File: src/rtl/opb_register_bank_ppc2simulink_if.sv
// OPB slave-side bus bundle for the PPC-to-fabric register bank.
`default_nettype none

interface opb_register_bank_ppc2simulink_if;
  logic [0:31] OPB_ABus;
  logic [0:3]  OPB_BE;
  logic [0:31] OPB_DBus;
  logic        OPB_RNW;
  logic        OPB_select;
  logic        OPB_seqAddr;
  logic [0:31] Sl_DBus;
  logic        Sl_xferAck;
  logic        Sl_errAck;
  logic        Sl_retry;
  logic        Sl_toutSup;

  modport slave (
    input  OPB_ABus, OPB_BE, OPB_DBus, OPB_RNW, OPB_select, OPB_seqAddr,
    output Sl_DBus, Sl_xferAck, Sl_errAck, Sl_retry, Sl_toutSup
  );

  modport master (
    output OPB_ABus, OPB_BE, OPB_DBus, OPB_RNW, OPB_select, OPB_seqAddr,
    input  Sl_DBus, Sl_xferAck, Sl_errAck, Sl_retry, Sl_toutSup
  );
endinterface

`default_nettype wire

File: src/rtl/opb_register_bank_ppc2simulink.sv
// NUM_REGS PPC-writable registers in one OPB window, each driving a fabric word
// with an update strobe; optional shadow+commit mode applies all writes at once.
`default_nettype none

module opb_register_bank_ppc2simulink #(
  parameter logic [31:0] C_BASEADDR = 32'h01000000,
  parameter logic [31:0] C_HIGHADDR = 32'h010000FF,
  parameter int          NUM_REGS   = 4,
  parameter int          ATOMIC     = 0,
  parameter logic [31:0] RESET_VAL  = 32'h00000000
) (
  input  logic                       OPB_Clk,
  input  logic                       OPB_Rst_n,
  opb_register_bank_ppc2simulink_if.slave opb,
  output logic [NUM_REGS*32-1:0]     user_data_out,
  output logic [NUM_REGS-1:0]        user_update
);

  typedef enum logic [1:0] {IDLE = 2'd0, ACK = 2'd1, WAIT = 2'd2} state_t;

  state_t      state, state_next;
  logic [31:0] data_q   [NUM_REGS];
  logic [31:0] shadow_q [NUM_REGS];
  logic        commit_pending;

  logic [31:0] addr, addr_diff, wdata, rdata;
  logic [29:0] offset;
  logic [3:0]  be_user;
  logic        hit, is_reg, is_ctrl, do_write, do_commit;
  logic        unused_ok;

  // Bus bit 0 is the MSB, so a straight vector copy yields user bit order.
  assign addr      = opb.OPB_ABus;
  assign wdata     = opb.OPB_DBus;
  assign addr_diff = addr - C_BASEADDR;
  assign offset    = addr_diff[31:2];
  assign hit       = opb.OPB_select && (addr >= C_BASEADDR) && (addr <= C_HIGHADDR);
  assign is_reg    = offset < 30'(NUM_REGS);
  assign is_ctrl   = offset == 30'(NUM_REGS);
  assign do_write  = (state == ACK) && !opb.OPB_RNW;
  assign do_commit = do_write && is_ctrl && (ATOMIC != 0) && be_user[0] && wdata[0];
  assign unused_ok = &{1'b0, opb.OPB_seqAddr, addr_diff[1:0]};

  always_comb begin
    for (int b = 0; b < 4; b++) be_user[b] = opb.OPB_BE[3-b];
  end

  function automatic logic [31:0] merge(input logic [31:0] old_val,
                                        input logic [31:0] new_val,
                                        input logic [3:0]  be);
    logic [31:0] res;
    res = old_val;
    for (int b = 0; b < 4; b++)
      if (be[b]) res[8*b +: 8] = new_val[8*b +: 8];
    return res;
  endfunction

  always_comb begin
    state_next = state;
    case (state)
      IDLE:    if (hit) state_next = ACK;
      ACK:     state_next = WAIT;
      WAIT:    if (!opb.OPB_select) state_next = IDLE;
      default: state_next = IDLE;
    endcase
  end

  always_ff @(posedge OPB_Clk or negedge OPB_Rst_n) begin
    if (!OPB_Rst_n) begin
      state          <= IDLE;
      commit_pending <= 1'b0;
      user_update    <= '0;
      for (int i = 0; i < NUM_REGS; i++) begin
        data_q[i]   <= RESET_VAL;
        shadow_q[i] <= RESET_VAL;
      end
    end else begin
      state       <= state_next;
      user_update <= '0;
      if (do_write && is_reg && (|be_user)) begin
        for (int i = 0; i < NUM_REGS; i++) begin
          if (offset == 30'(i)) begin
            if (ATOMIC != 0) begin
              shadow_q[i]    <= merge(shadow_q[i], wdata, be_user);
              commit_pending <= 1'b1;
            end else begin
              data_q[i]      <= merge(data_q[i], wdata, be_user);
              user_update[i] <= 1'b1;
            end
          end
        end
      end
      if (do_commit) begin
        commit_pending <= 1'b0;
        for (int i = 0; i < NUM_REGS; i++) begin
          data_q[i]      <= shadow_q[i];
          user_update[i] <= shadow_q[i] != data_q[i];
        end
      end
    end
  end

  always_comb begin
    rdata = '0;
    if (is_reg) begin
      for (int i = 0; i < NUM_REGS; i++)
        if (offset == 30'(i)) rdata = (ATOMIC != 0) ? shadow_q[i] : data_q[i];
    end else if (is_ctrl) begin
      rdata = {16'(NUM_REGS), 14'd0, (ATOMIC != 0), commit_pending};
    end
  end

  assign opb.Sl_xferAck = (state == ACK);
  assign opb.Sl_DBus    = ((state == ACK) && opb.OPB_RNW) ? rdata : 32'd0;
  assign opb.Sl_errAck  = 1'b0;
  assign opb.Sl_retry   = 1'b0;
  assign opb.Sl_toutSup = 1'b0;

  generate
    for (genvar i = 0; i < NUM_REGS; i++) begin : g_out
      assign user_data_out[32*i +: 32] = data_q[i];
    end
  endgenerate

endmodule

`default_nettype wire

File: src/flat_wrapper.sv
// flat-port wrapper written by rule: the top's interface ports become plain ports
module opb_register_bank_ppc2simulink_flat 
#(
  parameter logic [31:0] C_BASEADDR = 32'h01000000,
  parameter logic [31:0] C_HIGHADDR = 32'h010000FF,
  parameter int          NUM_REGS   = 4,
  parameter int          ATOMIC     = 0,
  parameter logic [31:0] RESET_VAL  = 32'h00000000
)
  (OPB_Clk, OPB_Rst_n, user_data_out, user_update, opb_OPB_ABus, opb_OPB_BE, opb_OPB_DBus, opb_OPB_RNW, opb_OPB_select, opb_OPB_seqAddr, opb_Sl_DBus, opb_Sl_xferAck, opb_Sl_errAck, opb_Sl_retry, opb_Sl_toutSup);
  opb_register_bank_ppc2simulink_if opb_i ();
  input  logic OPB_Clk;
  input  logic OPB_Rst_n;
  output logic [NUM_REGS*32-1:0] user_data_out;
  output logic [NUM_REGS-1:0] user_update;
  input wire logic [$bits(opb_i.OPB_ABus)-1:0] opb_OPB_ABus;
  input wire logic [$bits(opb_i.OPB_BE)-1:0] opb_OPB_BE;
  input wire logic [$bits(opb_i.OPB_DBus)-1:0] opb_OPB_DBus;
  input wire logic [$bits(opb_i.OPB_RNW)-1:0] opb_OPB_RNW;
  input wire logic [$bits(opb_i.OPB_select)-1:0] opb_OPB_select;
  input wire logic [$bits(opb_i.OPB_seqAddr)-1:0] opb_OPB_seqAddr;
  output wire logic [$bits(opb_i.Sl_DBus)-1:0] opb_Sl_DBus;
  output wire logic [$bits(opb_i.Sl_xferAck)-1:0] opb_Sl_xferAck;
  output wire logic [$bits(opb_i.Sl_errAck)-1:0] opb_Sl_errAck;
  output wire logic [$bits(opb_i.Sl_retry)-1:0] opb_Sl_retry;
  output wire logic [$bits(opb_i.Sl_toutSup)-1:0] opb_Sl_toutSup;
  assign opb_i.OPB_ABus = opb_OPB_ABus;
  assign opb_i.OPB_BE = opb_OPB_BE;
  assign opb_i.OPB_DBus = opb_OPB_DBus;
  assign opb_i.OPB_RNW = opb_OPB_RNW;
  assign opb_i.OPB_select = opb_OPB_select;
  assign opb_i.OPB_seqAddr = opb_OPB_seqAddr;
  assign opb_Sl_DBus = opb_i.Sl_DBus;
  assign opb_Sl_xferAck = opb_i.Sl_xferAck;
  assign opb_Sl_errAck = opb_i.Sl_errAck;
  assign opb_Sl_retry = opb_i.Sl_retry;
  assign opb_Sl_toutSup = opb_i.Sl_toutSup;
  opb_register_bank_ppc2simulink #(.C_BASEADDR(C_BASEADDR), .C_HIGHADDR(C_HIGHADDR), .NUM_REGS(NUM_REGS), .ATOMIC(ATOMIC), .RESET_VAL(RESET_VAL)) u_core (.OPB_Clk(OPB_Clk), .OPB_Rst_n(OPB_Rst_n), .opb(opb_i), .user_data_out(user_data_out), .user_update(user_update));
endmodule
File: config.mk
export PLATFORM = sky130hd
export DESIGN_NAME = opb_register_bank_ppc2simulink_flat
export DESIGN_NICKNAME = d
export VERILOG_FILES = /design/src/rtl/opb_register_bank_ppc2simulink_if.sv /design/src/rtl/opb_register_bank_ppc2simulink.sv /design/src/flat_wrapper.sv
export SDC_FILE = /design/constraint.sdc
export NUM_CORES = 1
export LEC_CHECK = 0
export BUFFER_PORTS_ARGS = -buffer_cell sky130_fd_sc_hd__buf_2
export CAP_MARGIN = 20
export CELL_PAD_IN_SITES_DETAIL_PLACEMENT = 0
export CELL_PAD_IN_SITES_GLOBAL_PLACEMENT = 1
export CORE_MARGIN = 5
export CORE_UTILIZATION = 40
export DETAILED_ROUTE_END_ITERATION = 8
export PLACE_DENSITY_LB_ADDON = 0.05
export SLEW_MARGIN = 40
export SYNTH_ARGS = -nofsm -noshare
export SYNTH_HDL_FRONTEND = slang
export SYNTH_SLANG_ARGS = --single-unit
File: constraint.sdc
create_clock -name OPB_Clk -period 3.1 [get_ports OPB_Clk]
set_input_delay 0.31 -clock OPB_Clk [delete_from_list [all_inputs] [get_ports OPB_Clk]]
set_output_delay 0.31 -clock OPB_Clk [all_outputs]
set_load 0.05 [all_outputs]
### Yosys cells after proc, flatten, opt, wreduce, memory -nomap -nowiden

Index checks and enable logic that the tools add are counted.
Widths: inputs -> output; s select.

* add/subtract/negate cells: 1
* magnitude comparators: 3
* eq/ne operators: 8
* mux-type cells: 15
* reduce and logical (&&, ||, !) cells: 27

Operators by type and width (count)
* $mux 32: 6
* $eq 30x2->1 const B: 2
* $reduce_and 3->1: 16
* $ge 32x25->1 const B: 1
* $le 32x25->1 const B: 1
* $sub 32x25->32 const B: 1
* $eq 30x1->1 const B: 1
* $eq 30x3->1 const B: 1
* $logic_not 30->1: 1
* $lt 30x3->1 const B: 1
* $mux 19: 1
* $logic_and 1x1->1: 6
* $pmux 2 s3: 1
* $mux 1: 4
* $mux 2: 2
* $mux 4: 1
* $reduce_or 4->1: 1
* $eq 2x1->1 const B: 1
* $eq 2x2->1 const B: 1
* $logic_not 2->1: 1
* $ne 2x1->1 const B: 1
* $ne 2x2->1 const B: 1
* $reduce_and 2->1: 1
* $logic_not 1->1: 1

* flip-flop bits (word level): 134
* bits of input ports: 73
* output and inout bits: 168
* word-level logic and storage cells: 72

### Logic depth before layout (Yosys ltp)

* depth after elaboration: 8
* gate-level depth with buffers: 6
* gate-level depth less buffers: 4

### Worst setup path after synthesis

Ideal clock, no wire load.

* path type: input -> output
* start point: in opb_OPB_ABus[8]
* end point: out opb_Sl_DBus[18]
* arrival time: 3.020 ns
* required time: 2.790 ns
* slack: -0.230 ns
* stages: 6
* path buffers: 2
* path through: nor4_1 nand4_1 buf_6 buf_6 or2_2 nor4b_1

* word-level cells in the longest chain between the ends: 8
* elaborated cells between the ends (all ways): 14

Ends and longest elaborated chain
* start, declared: RTL line flat_wrapper.sv:16 `input wire logic [$bits(opb_i.OPB_ABus)-1:0] opb_OPB_ABus;`
* $sub 32x25->32 *: RTL line opb_register_bank_ppc2simulink.sv:35 `assign addr_diff = addr - C_BASEADDR;`
* parallel branches: the longest is 5 deep, another holds $lt 30x3->1
* $mux 32 *: RTL line opb_register_bank_ppc2simulink.sv:105 `if (is_reg) begin`
* $mux 32 *: RTL line opb_register_bank_ppc2simulink.sv:114 `assign opb.Sl_DBus = ((state == ACK) && opb.OPB_RNW) ? rdata : 32'd0;`
* end, declared: RTL line flat_wrapper.sv:22 `output wire logic [$bits(opb_i.Sl_DBus)-1:0] opb_Sl_DBus;`

Every way passes the cells marked *.

### Worst setup path after layout

* start point: reg u_core.state[1]
* end point: out opb_Sl_DBus[3]

* word-level cells in the longest chain between the ends: 3

Ends and longest elaborated chain
* start, declared: RTL line opb_register_bank_ppc2simulink.sv:21 `state_t state, state_next;`
* start signal, assigned: RTL line opb_register_bank_ppc2simulink.sv:78 `state <= state_next;`
* $eq 2x1->1: RTL line opb_register_bank_ppc2simulink.sv:114
* $logic_and 1x1->1: RTL line opb_register_bank_ppc2simulink.sv:114
* $mux 32: RTL line opb_register_bank_ppc2simulink.sv:114

No other way between the ends.

==> impl_metrics.csv <==
group,metric,value,unit
status,outcome,"complete, no violations",
placement,dp_hpwl,12600,um
clocking,cts_num_sinks,134,
routing,vias_per_cell,5.094,
sta,worst_slew_pin_slew,718.6,ps
sta,finalSetupViolations,0,
worst_setup_path,crit_path_end_kind,"primary output",
power,internal_power,3.270,mW
placement,io_buffers,234,
logic_synthesis,syn_inst,408,
power,leakagePower,4.731,nW
power,total_power,4.095,mW
sta,tns,0,ps
layout,instances_no_fill,890,
global_route,grt_max_degree,89,
layout,nNetsFinal,734,
clocking,cts_root_buf,"clkbuf_16",
sta,drv_slew,0,
worst_setup_path,path_max_fanout,31,
clocking,tritoncts,"built",
floorplan,io_pins,241,
power,peakVddDrop,0.3307,mV
logic_synthesis,yosysWarnings,0,
placement,place.gp.congestion,0.7924,
placement,post-place-cells,856,
floorplan,coreArea,15940,um2
clocking,clkLatencyLatePin,410,ps
floorplan,start_util,40.88,%
logic_synthesis,syn_area,6518,um2
sta,layout_min_cycle_time,2780,ps
sta,holdWs,167.8,ps
clocking,postCtsSetupRepairBufs,0,
power,p_seq_share,42.7,%
power,clkPwrFrac,52.7,%
routing,remaining_drc_errors,0,
global_route,antenna_found_initial,1,
sta,finalHoldViolations,0,
worst_setup_path,start_kind,"flip-flop",
logic_synthesis,synth_most_common_cell,"dfrtp_1",
routing,drt_iter0_markers,151,
routing,drtPass1Iterations,4,
job,cap_viol_max_count,0,
placement,dpl_worst_slack,538.5,ps
global_route,grt_first_pass_wirelength,27010,um
global_route,grt_pass1_vias,4828,
floorplan,rows,46,
clocking,clkSlewWorstSetupHoldPaths,50,ps
clocking,cts_made_buffers,17,
global_route,grt-ovfl-total,0,
worst_setup_path,crit_path_max_incr_delay,480,ps
floorplan,dieArea,18950,um2
logic_synthesis,ys_seq_area_share,51.45,%
worst_setup_path,crit_required,2790,ps
clocking,clockBufferDepth,2,
layout,final_area,8671,um2
logic_synthesis,ys_ff_latch,134,
routing,via_count,4534,
power,pwr-share-comb,4.5,%
logic_synthesis,avgSynthCellArea,15.97,um2
layout,area_growth,33.04,%
logic_synthesis,synth.distinct_cells,32,
logic_synthesis,synth_edf_count,0,
sta,relSlewSlack,51.74,%
sta,max_freq,0.3597,GHz
layout,insertedDiodeCount,0,
logic_synthesis,synth_top_area_share,51.45,%
logic_synthesis,synth_common_cells,"dfrtp_1, mux2_2, nor2b_1, mux4_2, nor4_4",
power,powerDensity,472.3,nW/um2
worst_setup_path,cpMaxStageDelayCell,"or4_1",
layout,drive_gt1_share,68.55,%
layout,fillers,1394,
clocking,cts_resized,0,
worst_setup_path,crit_buf_inv,2,
sta,grt_setup_unrepaired,"false",
routing,postRouteAntennaNets,0,
sta,skew,4.547,ps
routing,wire_per_inst,19.48,um
logic_synthesis,synth_area_leaders,"dfrtp_1, mux2_2, mux4_2, nor4_4, nor2b_1",
global_route,grt_use_total,18.85,%
worst_setup_path,cp_top_family,"simple AND/OR/NAND/NOR gates",
worst_setup_path,critical_path_class,"reg2out",
power,power.net_switching,825.2,uW
worst_setup_path,path_cells,"and2b_1, nand2_1, or4_1, buf_4, nor2b_1, buf_2",
routing,wl,17340,um
layout,final_util,54.39,%
clocking,htree_levels,4,
floorplan,die_w,137.6,um
floorplan,fp.dieH,137.6,um
logic_synthesis,yosys.area.top_type,"dfrtp_1",
worst_hold_path,hp-class,"in2reg",
logic_synthesis,synthFlopType,"dfrtp_1",
power,switching_share,20.15,%
placement,place_area,7985,um2
sta,period_share,89.68,%
logic_synthesis,ys_async_sr_fraction,100.0,%
sta,fin_ws,320.0,ps
worst_setup_path,worstPathArrival,2470,ps
## layout make-up
| class | count | area [um2] | area share [%] |
|---|---|---|---|
| multi-input combinational | 257 | 3059 | 35.28 |
| clock buffer | 25 | 505.5 | 5.830 |
| tap | 216 | 270.3 | 3.117 |
| clock inverter | 7 | 140.1 | 1.616 |
| sequential | 134 | 3353 | 38.67 |
| timing repair buffer | 251 | 1343 | 15.48 |
## cell families (layout without fill, tap and decap cells)
| kind of cell | after synthesis | after routing | share of synthesized area (%) |
|---|---|---|---|
| and+or+nand+nor | 92 | 92 | 12.75 |
| DFF | 134 | 134 | 51.45 |
| buffers and inverters | 19 | 283 | 1.824 |
| AOI/OAI and AO/OA | 1 | 1 | 0.1344 |
| muxes | 161 | 161 | 33.79 |
| other | 1 | 3 | 0.05754 |
## power groups by stage
stage / clock (mW) / sequential [mW] / combinational (mW)
2_1_floorplan: 0 / 1.78 / 0.0663
3_3_place_gp: 0 / 1.78 / 0.179
3_5_place_dp: 0 / 1.78 / 0.184
4_1_cts: 2.21 / 1.75 / 0.184
5_1_grt: 2.29 / 1.75 / 0.208
6_report: 2.16 / 1.75 / 0.185
## worst paths after layout
check	start	cells after the start	slack, ps	end
min in group asynchronous	OPB_Rst_n	2	360	u_core.user_data_out[88]
setup reg to reg	u_core.state[1]	4	750	u_core.user_data_out[98]
hold reg to reg	u_core.state[0]	1	450	u_core.state[0]
hold / removal	opb_OPB_select	3	170	u_core.state[1]
max in group asynchronous	OPB_Rst_n	4	1830	u_core.user_data_out[31]
setup / recovery	u_core.state[1]	6	320	opb_Sl_DBus[3]
## routing by layer
| metal | up-vias | track usage [%] | part of all wire (%) |
|---|---|---|---|
| li1 | 2036 | - | - |
| met3 | 26 | 5.551 | 7.2 |
| met5 | - | 0 | 0.12 |
| met1 | 2326 | 23.66 | 40 |
| met4 | 2 | 5.987 | 1.6 |
| met2 | 144 | 31.37 | 51 |
## layout by cell type (no fill, tap or decap)
cell type,synthesis,routed
conb_1,1,3
dlygate4sd3_1,0,1
clkbuf_16,0,17
nor2b_1,34,34
and2b_1,1,1
nand2_4,1,1
mux2_4,8,8
bufinv_16,0,4
nor4b_1,2,1
clkinvlp_4,0,2
mux2_2,120,120
nand3_4,1,1
nor3b_1,1,1
nor4b_4,1,1
mux4_2,32,32
o41ai_1,1,1
nor4b_2,0,1
or2_2,1,1
nor2_1,3,3
dfrtp_1,134,134
nand2b_1,2,2
clkbuf_1,8,3
nand3_1,4,4
nand2_1,14,14
buf_12,1,1
nand4_1,1,1
clkinv_2,0,1
nor4_4,17,17
or4_1,2,2
mux2i_1,1,1
buf_2,1,233
buf_4,4,14
buf_16,0,1
clkbuf_8,0,6
nor4_1,4,4
nor3_1,1,1
nand3b_1,1,1
nor3_2,1,1
## worst register-to-register path, stage by stage (launching register included)
cell and delay [ps]:
dfrtp_1 390, and2b_1 290, nand3_4 390, nor4_4 760, mux2_2 410
## registers in the layout (all words and copies together) (netlist names)
signal / count
u_core.state: 2
u_core.user_data_out: 128
u_core.user_update: 4
## timing repair
action	CTS	global route
hold endpoints to repair	0	32
hold buffers	0	1
endpoints found under the setup margin	0	0
(Power assumes the default switching activity.)
